<file path="src/rtl/pipe_stage_skid.sv">
// Pipeline stage register with valid/ready handshake and a 2-entry skid buffer.
// in_ready_o depends only on registered state plus ctrl hold/flush, never on out_ready_i.
module pipe_stage_skid #(
  parameter int unsigned    DW      = 32,
  parameter logic [DW-1:0]  RST_VAL = '0
) (
  input  logic          clk,
  input  logic          rstn,
  input  logic          hold_flag_i,
  input  logic          flush_i,
  input  logic          in_valid_i,
  output logic          in_ready_o,
  input  logic [DW-1:0] in_data_i,
  output logic          out_valid_o,
  input  logic          out_ready_i,
  output logic [DW-1:0] out_data_o,
  output logic [1:0]    count_o
);

  logic          main_valid_q, main_valid_d;
  logic          skid_valid_q, skid_valid_d;
  logic [DW-1:0] main_data_q,  main_data_d;
  logic [DW-1:0] skid_data_q,  skid_data_d;
  logic [1:0]    count_q,      count_d;
  logic          push, pop;

  assign in_ready_o  = !skid_valid_q & !hold_flag_i & !flush_i;
  assign out_valid_o = main_valid_q & !hold_flag_i & !flush_i;
  assign out_data_o  = main_valid_q ? main_data_q : RST_VAL;
  assign count_o     = count_q;

  assign push = in_valid_i & in_ready_o;
  assign pop  = out_valid_o & out_ready_i;

  always_comb begin
    // NOTE: every _d signal takes its current value first, so no path leaves it unassigned (no latch).
    main_valid_d = main_valid_q;
    skid_valid_d = skid_valid_q;
    main_data_d  = main_data_q;
    skid_data_d  = skid_data_q;

    if (flush_i) begin
      main_valid_d = 1'b0;
      skid_valid_d = 1'b0;
      main_data_d  = RST_VAL;
      skid_data_d  = RST_VAL;
    end else begin
      case ({main_valid_q, skid_valid_q})
        2'b00: begin
          if (push) begin
            main_valid_d = 1'b1;
            main_data_d  = in_data_i;
          end
        end
        2'b10: begin
          if (push && pop) begin
            main_data_d = in_data_i;
          end else if (push) begin
            skid_valid_d = 1'b1;
            skid_data_d  = in_data_i;
          end else if (pop) begin
            main_valid_d = 1'b0;
            main_data_d  = RST_VAL;
          end
        end
        2'b11: begin
          // Skid is always younger than main, so it moves up on a pop.
          if (pop) begin
            main_data_d  = skid_data_q;
            skid_valid_d = 1'b0;
            skid_data_d  = RST_VAL;
          end
        end
        default: begin
          // Skid-only is unreachable; promote it so the stage self-heals.
          main_valid_d = 1'b1;
          main_data_d  = skid_data_q;
          skid_valid_d = 1'b0;
          skid_data_d  = RST_VAL;
        end
      endcase
    end

    count_d = {1'b0, main_valid_d} + {1'b0, skid_valid_d};
  end

  always_ff @(posedge clk or negedge rstn) begin
    if (!rstn) begin
      // NOTE: data registers are reset as well, so the payload is RST_VAL straight out of reset.
      main_valid_q <= 1'b0;
      skid_valid_q <= 1'b0;
      main_data_q  <= RST_VAL;
      skid_data_q  <= RST_VAL;
      count_q      <= 2'd0;
    end else begin
      // NOTE: non-blocking assignments so every register updates from pre-edge values.
      main_valid_q <= main_valid_d;
      skid_valid_q <= skid_valid_d;
      main_data_q  <= main_data_d;
      skid_data_q  <= skid_data_d;
      count_q      <= count_d;
    end
  end

endmodule
</file>
<file path="config.mk">
export PLATFORM = sky130hd
export DESIGN_NAME = pipe_stage_skid
export DESIGN_NICKNAME = d
export VERILOG_FILES = /design/src/rtl/pipe_stage_skid.sv
export SDC_FILE = /design/constraint.sdc
export NUM_CORES = 1
export LEC_CHECK = 0
export ABC_AREA = 1
export ABC_CLOCK_PERIOD_IN_PS = 1600
export BUFFER_PORTS_ARGS = -buffer_cell sky130_fd_sc_hd__buf_2
export CAP_MARGIN = 10
export CORE_MARGIN = 8
export CORE_UTILIZATION = 45
export CTS_CLUSTER_DIAMETER = 200
export DETAILED_ROUTE_END_ITERATION = 16
export GPL_TIMING_DRIVEN = 0
export PLACE_DENSITY = 0.82
export SLEW_MARGIN = 0
export SYNTH_ARGS = -nofsm -noshare
export SYNTH_HDL_FRONTEND = slang
export SYNTH_SLANG_ARGS = --single-unit
export TNS_END_PERCENT = 20
</file>
<file path="constraint.sdc">
create_clock -name clk -period 1.6 [get_ports clk]
set_input_delay 0.16 -clock clk [delete_from_list [all_inputs] [get_ports clk]]
set_output_delay 0.16 -clock clk [all_outputs]
set_load 0.005 [all_outputs]
</file>
==> flow_summary.ini, run 1 <==
[yosys]
synth_nets = 588
netlist_area_um2 = 3780
synthTopCellsByArea = sky130_fd_sc_hd__dfrtp_1 45%, sky130_fd_sc_hd__nand2_1 32%, sky130_fd_sc_hd__nand3b_1 6.1%, sky130_fd_sc_hd__nand3_1 4.6%, sky130_fd_sc_hd__inv_1 3.8%
yosys_warnings = 0
ys.flop_type = sky130_fd_sc_hd__dfrtp_1
synth-seq-area-share_pct = 45.0
synth_edf_count = 0
synth.most_common_cell = sky130_fd_sc_hd__nand2_1
async_flop_share_pct = 100
post-synth-top-area-cell = sky130_fd_sc_hd__dfrtp_1
yosys-top-cells-count = 326 x sky130_fd_sc_hd__nand2_1, 68 x sky130_fd_sc_hd__dfrtp_1, 38 x sky130_fd_sc_hd__inv_1
ys_ff_latch = 68
synth.distinct_cells = 19
synth_largest_type_area_fraction_pct = 45.0
post_synth_inst_count = 549
synth_area_per_cell_um2 = 6.89

[min_path]
min-delay-start = in_data_i[26]
timing.hold.worst_path_depth = 5
hold_class = in -> reg

[die]
boundaryPins = 74
core_area_um2 = 8180
die_x_um = 108
die_height_um = 108
floorplan.die_area_um2 = 11600
std_cell_rows = 33
initial_utilization_pct = 46.3

[sta]
worst_clock_skew_ns = 0.00964
layout_setup_ws_ns = -0.0742
finalHoldViolCount = 0
post-route-min-period_ns = 1.67
maxClockFrequency_mhz = 597
maxSlewViolCount = 0
finalSetupViolations = 60
post-route-period-util_pct = 105
slew_headroom_pct = 42.2
rsz0062_at_grt = true
worst_slew_pin_slew_ns = 0.867

[cts]
cts_max_level = 3
cts.root.buffer_cell = sky130_fd_sc_hd__clkbuf_8
ctsLongestPathBuffers = 2
cts_buffer_count = 9
clk_transition_reported_paths_ns = 0.08
tritoncts = done
worst_skew_pair.late_latency_ns = 0.36
cts_sinks = 68

[run_status]
violated_checks = setup timing
run_status = complete, but fails checks

[power]
power_density_nw_per_um2 = 907
static-leakage-power_nw = 2.90
sw_frac_of_total_pct = 27.2
portion_of_total_power_attributed_to_combinational_logic_pct = 16.2
power_frac_clock_pct = 40.3
vdd_ir_drop_max_v = 0.000736
power_frac_seq_pct = 43.5
netSwitchingPower_w = 0.00120
power_report.internal_total_w = 0.00320

[route]
detailedRoute.firstIterationViolations = 275
route.detailed.vias_per_inst = 5.03
detailedRoute.firstPassIterationCount = 5
post-route-drc-count = 0
wl_cell_um = 14.3
via_count = 3816
route.antenna.remaining_nets = 0
postRouteWirelength_mm = 10.9

[worst_setup_path]
worst-r2r-setup-slack_ns = -0.07
cp_data_required_time_ns = 1.44
type_of_the_worst_setup_path = reg -> out
path_depth = 4
worstRegToRegCells = 10
worst-path-buf-inv = 3
path_cells = buf_6 > clkbuf_4 > nor3_2 > buf_2
worst_setup_path_startpoint = skid_valid_q
critPathLaunchType = register
critical_path.endpoint_type = primary output
critical_path.top_delay_family = buffers and inverters
crit_path_max_fanout = 10
cpPeakStageDelay_ns = 0.40
worstReg2RegStart = skid_valid_q
crit_arrival_ns = 1.51
crit_slowest_cell = sky130_fd_sc_hd__dfrtp_1

[global_routing]
antenna_violations_before_repair = 0
grt_overflow = 0
grt_first_pass_wirelength_mm = 16.9
first_global_vias = 3722
grt_use_total_pct = 18.3
pin_count_of_the_biggest_net_entering_global_routing = 69

[placement]
globalplace.congestion = 0.850
hpwl_mm = 7.02
setup_ws_pre_cts_ns = -0.165
place.port_buffers = 73
dpl-instance-area_um2 = 4280

[layout]
sequential_cell_area_in_the_final_layout_um2 = 1700
multiInputGateArea_um2 = 1850
final_design_area_no_fill_um2 = 4840
num_antenna_cells = 0
filler_cell_count = 727
syn2layout_area_growth_pct = 28.0
drive_gt1_share_pct = 23.7
finish.net_count = 687

[run]
max_cap_violations = 0
## flip-flops by register name, indices dropped and copies added (netlist names)
register      count
count_o           2
main_data_q      32
main_valid_q      1
skid_data_q      32
skid_valid_q      1
## cells by family after synthesis
kind of cell | synth area share (%)
compound gates | 0.331
fa+ha+maj | 0.331
buf+inv | 8.50
flops | 45.0
simple gates | 45.9
## cell type report
| type | instances | area share, % |
|---|---|---|
| flip-flops and latches | 68 | 35.1 |
| inverters | 40 | 3.25 |
| clock inverters | 6 | 2.30 |
| repair buffers | 88 | 10.4 |
| plain buffers | 32 | 5.24 |
| multi-input cells | 409 | 38.2 |
| well taps | 105 | 2.71 |
| clock buffers | 10 | 2.84 |
## metrics by stage
| stage | setup TNS (ns) | power, W | std cells | hold WS [ns] | utilization (%) |
|---|---|---|---|---|---|
| after global placement | -1.64 | 0.00252 | 727 | 0.453 | 52.4 |
| after CTS | -2.13 | 0.00431 | 744 | 0.134 | 56.0 |
| final | -1.66 | 0.00439 | 758 | 0.141 | 59.2 |
| after floorplan | 0 | 0.00229 | 549 | -0.136 | - |
| after detailed placement | -4.37 | 0.00254 | 727 | 0.327 | 52.4 |
| after global routing | -5.45 | 0.00457 | 758 | 0.150 | 59.2 |
## worst register-to-register path: stages (launching register included)
cell and delay, ns:
sky130_fd_sc_hd__dfrtp_1 0.40, sky130_fd_sc_hd__buf_6 0.16, sky130_fd_sc_hd__nor2_4 0.14, sky130_fd_sc_hd__nand3_4 0.13, sky130_fd_sc_hd__nand2_4 0.12, sky130_fd_sc_hd__nand3_4 0.09, sky130_fd_sc_hd__nor2_4 0.17, sky130_fd_sc_hd__buf_6 0.15
sky130_fd_sc_hd__buf_6 0.13, sky130_fd_sc_hd__nand2_1 0.06, sky130_fd_sc_hd__nand2_1 0.06
## placed cells by master (no fill, tap or decap)
cell type                       Yosys  final
sky130_fd_sc_hd__nor2_1             5      3
sky130_fd_sc_hd__nand3b_1          31     31
sky130_fd_sc_hd__dlygate4sd3_1      0      1
sky130_fd_sc_hd__nor2_4             4      6
sky130_fd_sc_hd__buf_4              3     19
sky130_fd_sc_hd__clkinv_2           0      1
sky130_fd_sc_hd__nand3_1           35     34
sky130_fd_sc_hd__o21ai_1            0      1
sky130_fd_sc_hd__ha_1               1      1
sky130_fd_sc_hd__nand3_4            0      3
sky130_fd_sc_hd__nor3_2             1      1
sky130_fd_sc_hd__clkbuf_4           0      3
sky130_fd_sc_hd__o211ai_1           1      1
sky130_fd_sc_hd__nor3_4             0      1
sky130_fd_sc_hd__clkbuf_2           0      8
sky130_fd_sc_hd__clkinv_4           0      1
sky130_fd_sc_hd__clkbuf_8           0     10
sky130_fd_sc_hd__inv_1             38     37
sky130_fd_sc_hd__nand2_1          326    319
sky130_fd_sc_hd__clkbuf_1          12      2
sky130_fd_sc_hd__nand2_2            1      5
sky130_fd_sc_hd__nand2_4            0      3
sky130_fd_sc_hd__inv_2              2      1
sky130_fd_sc_hd__buf_6              3     14
sky130_fd_sc_hd__dfrtp_1           68     68
sky130_fd_sc_hd__inv_6              0      1
sky130_fd_sc_hd__buf_2             14     72
sky130_fd_sc_hd__inv_4              0      1
sky130_fd_sc_hd__clkinvlp_4         0      1
sky130_fd_sc_hd__buf_8              0      1
sky130_fd_sc_hd__bufinv_16          0      3
## per-layer routing
metal | track usage, % | vias up | wire [um]
met2 | 29.2 | 158 | 5210
met1 | 22.5 | 1759 | 4500
li1 | - | 1871 | -
met5 | 0 | - | 0
met4 | 8.42 | 0 | 271
met3 | 4.73 | 28 | 886
## path summary, 6_finish.rpt
check	endpoint
min in group asynchronous	main_data_q[17]
max in group asynchronous	skid_data_q[20]
max	in_ready_o
max reg2reg	main_data_q[24]
min reg2reg	skid_data_q[26]
min	main_data_q[26]
## power groups by stage
stage               Sequential [W]  Clock [W]  Combinational [W]
floorplan                  0.00193          0           0.000361
global placement           0.00194          0           0.000581
detailed placement         0.00194          0           0.000600
CTS                        0.00191    0.00178           0.000617
global route               0.00192    0.00185           0.000792
finish                     0.00191    0.00177           0.000713
## what timing repair did
action | in CTS | in global routing
endpoints found under the setup margin | 92 | 76
hold buffers | 1 | 0
gates resized for setup | 16 | 64
pin swaps | 1 | 10
gates cloned | 0 | 3
endpoints found under the hold margin | 68 | 0
setup buffers | 0 | 11
Power figures use the tool's default switching activity.
==> inputs of run 2 (changes only) <==
- CORE_ASPECT_RATIO: unset -> 1.4
==> flow_summary.ini, run 2 (synthesis gave the netlist of run 1 again) <==
[run_status]
violated_checks = setup timing
run_status = complete, but fails checks

[placement]
dpl-instance-area_um2 = 4280
hpwl_mm = 7.06
place.port_buffers = 73
globalplace.congestion = 0.851

[worst_setup_path]
crit_arrival_ns = 1.88
critPathLaunchType = register
worstReg2RegStart = main_valid_q
type_of_the_worst_setup_path = reg -> reg
cp_data_required_time_ns = 1.87
crit_path_max_fanout = 10
critical_path.endpoint_type = register
worst-r2r-setup-slack_ns = -0.01
worstRegToRegCells = 10
rr_endpoint = main_data_q[12]
worst_setup_path_startpoint = main_valid_q
worstSetupEndpoint = main_data_q[12]

[sta]
rsz0062_at_grt = true
layout_setup_ws_ns = -0.0118
maxSlewViolCount = 0
maxClockFrequency_mhz = 620
slew_headroom_pct = 41.8
worst_clock_skew_ns = 0.00260
post-route-period-util_pct = 101
finalHoldViolCount = 0
worst_slew_pin_slew_ns = 0.873
post-route-min-period_ns = 1.61
finalSetupViolations = 9

[die]
core_area_um2 = 8150
boundaryPins = 74
std_cell_rows = 39
die_height_um = 125
initial_utilization_pct = 46.4
die_x_um = 93.5
floorplan.die_area_um2 = 11600

[layout]
final_design_area_no_fill_um2 = 4850
filler_cell_count = 690
multiInputGateArea_um2 = 1880
fin_util_pct = 59.5
syn2layout_area_growth_pct = 28.2
drive_gt1_share_pct = 24.1
sequential_cell_area_in_the_final_layout_um2 = 1700
finish.net_count = 683
final_cell_mix = 312 x sky130_fd_sc_hd__nand2_1, 79 x sky130_fd_sc_hd__buf_2, 68 x sky130_fd_sc_hd__dfrtp_1, 37 x sky130_fd_sc_hd__inv_1, 34 x sky130_fd_sc_hd__nand3_1
layout.cells.most_common = sky130_fd_sc_hd__nand2_1
num_antenna_cells = 0

[route]
via_count = 3787
detailedRoute.firstIterationViolations = 298
route.detailed.vias_per_inst = 5.05
route.antenna.remaining_nets = 0
wl_cell_um = 14.1
detailedRoute.firstPassIterationCount = 5
post-route-drc-count = 0
postRouteWirelength_mm = 10.6

[power]
power_frac_seq_pct = 42.3
portion_of_total_power_attributed_to_combinational_logic_pct = 15.3
power_density_nw_per_um2 = 934
power_report.internal_total_w = 0.00332
netSwitchingPower_w = 0.00121
sw_frac_of_total_pct = 26.7
static-leakage-power_nw = 2.90
vdd_ir_drop_max_v = 0.000687
power_frac_clock_pct = 42.4

[global_routing]
grt_use_total_pct = 18.4
grt_overflow = 0
grt_first_pass_wirelength_mm = 17.3
first_global_vias = 3647
pin_count_of_the_biggest_net_entering_global_routing = 69
antenna_violations_before_repair = 0

[cts]
ctsLongestPathBuffers = 2
tritoncts = done
worst_skew_pair.late_latency_ns = 0.33
cts_max_level = 3
cts.root.buffer_cell = sky130_fd_sc_hd__clkbuf_16
clk_transition_reported_paths_ns = 0.05
cts_sinks = 68
cts_buffer_count = 9

[min_path]
hold_class = in -> reg
timing.hold.worst_path_depth = 5

[run]
max_cap_violations = 0
## run 2: changes by cell type in the layout (fill, tap and decap cells not counted), moves of 3 or more
cell                        delta
sky130_fd_sc_hd__bufinv_16     -3
sky130_fd_sc_hd__clkbuf_2      -5
sky130_fd_sc_hd__nand2_1       -7
sky130_fd_sc_hd__buf_2         +7
sky130_fd_sc_hd__buf_6         -4
sky130_fd_sc_hd__clkbuf_8      -6
sky130_fd_sc_hd__nand2_2       +6
sky130_fd_sc_hd__clkbuf_16     +9
## run 2: layout make-up
cell class	count	share of cell area (%)
clock buffers	14	5.86
flip-flops and latches	68	35.1
plain buffers	32	4.98
well taps	102	2.63
repair buffers	84	9.41
clock inverters	1	0.103
inverters	40	3.25
multi-input cells	409	38.7
## run 2: routing by layer
metal	global-route usage, %	part of all wire [%]
met5	0	0
met4	9.52	3.6
met3	4.83	7.3
met2	30.4	51
met1	20.9	38
## run 2: stage by stage
step	TNS, ns	cells	total power (W)	hold slack [ns]	setup WS (ns)
2_1_floorplan	0	549	0.00229	-0.136	0.144
3_3_place_gp	-1.81	724	0.00251	0.453	-0.0817
4_1_cts	-0.218	743	0.00446	0.152	-0.0488
6_report	-0.0500	750	0.00453	0.153	-0.0118
3_5_place_dp	-3.82	724	0.00254	0.326	-0.116
5_1_grt	-3.66	750	0.00471	0.170	-0.116
## run 2: critical path, stage by stage (launching register included)
cell and delay, ns:
sky130_fd_sc_hd__dfrtp_1 0.34, sky130_fd_sc_hd__buf_6 0.13, sky130_fd_sc_hd__inv_8 0.04, sky130_fd_sc_hd__nor2_4 0.17, sky130_fd_sc_hd__nand3_4 0.13, sky130_fd_sc_hd__nand2_4 0.08, sky130_fd_sc_hd__nand3_4 0.10, sky130_fd_sc_hd__nor2_4 0.25
sky130_fd_sc_hd__buf_6 0.18, sky130_fd_sc_hd__nand2_1 0.06, sky130_fd_sc_hd__nand2_1 0.06
## run 2: repair_timing
action / 4_1_cts / 5_1_grt
hold buffers: 1 / 0
resized for setup: 23 / 60
cloned: 1 / 1
buffers inserted: 2 / 6
pin swaps: 2 / 13
setup endpoints to repair: 92 / 77
endpoints found under the hold margin: 68 / 0
## run 2: power by group through the flow
| stage | combinational, W | clock, W | sequential (W) |
|---|---|---|---|
| finish | 0.000692 | 0.00192 | 0.00192 |
| global route | 0.000773 | 0.00201 | 0.00193 |
| CTS | 0.000624 | 0.00192 | 0.00192 |
| detailed placement | 0.000591 | 0 | 0.00194 |
| global placement | 0.000572 | 0 | 0.00194 |
| floorplan | 0.000361 | 0 | 0.00193 |
## run 2: worst min-delay path by stage
stage / from / end
6_report: in_data_i[10] / main_data_q[10]
5_1_grt: in_data_i[10] / main_data_q[10]
4_1_cts: in_data_i[18] / main_data_q[18]
3_5_place_dp: rstn / main_data_q[23]
3_3_place_gp: skid_data_q[6] / skid_data_q[6]
2_1_floorplan: rstn / count_o[0]
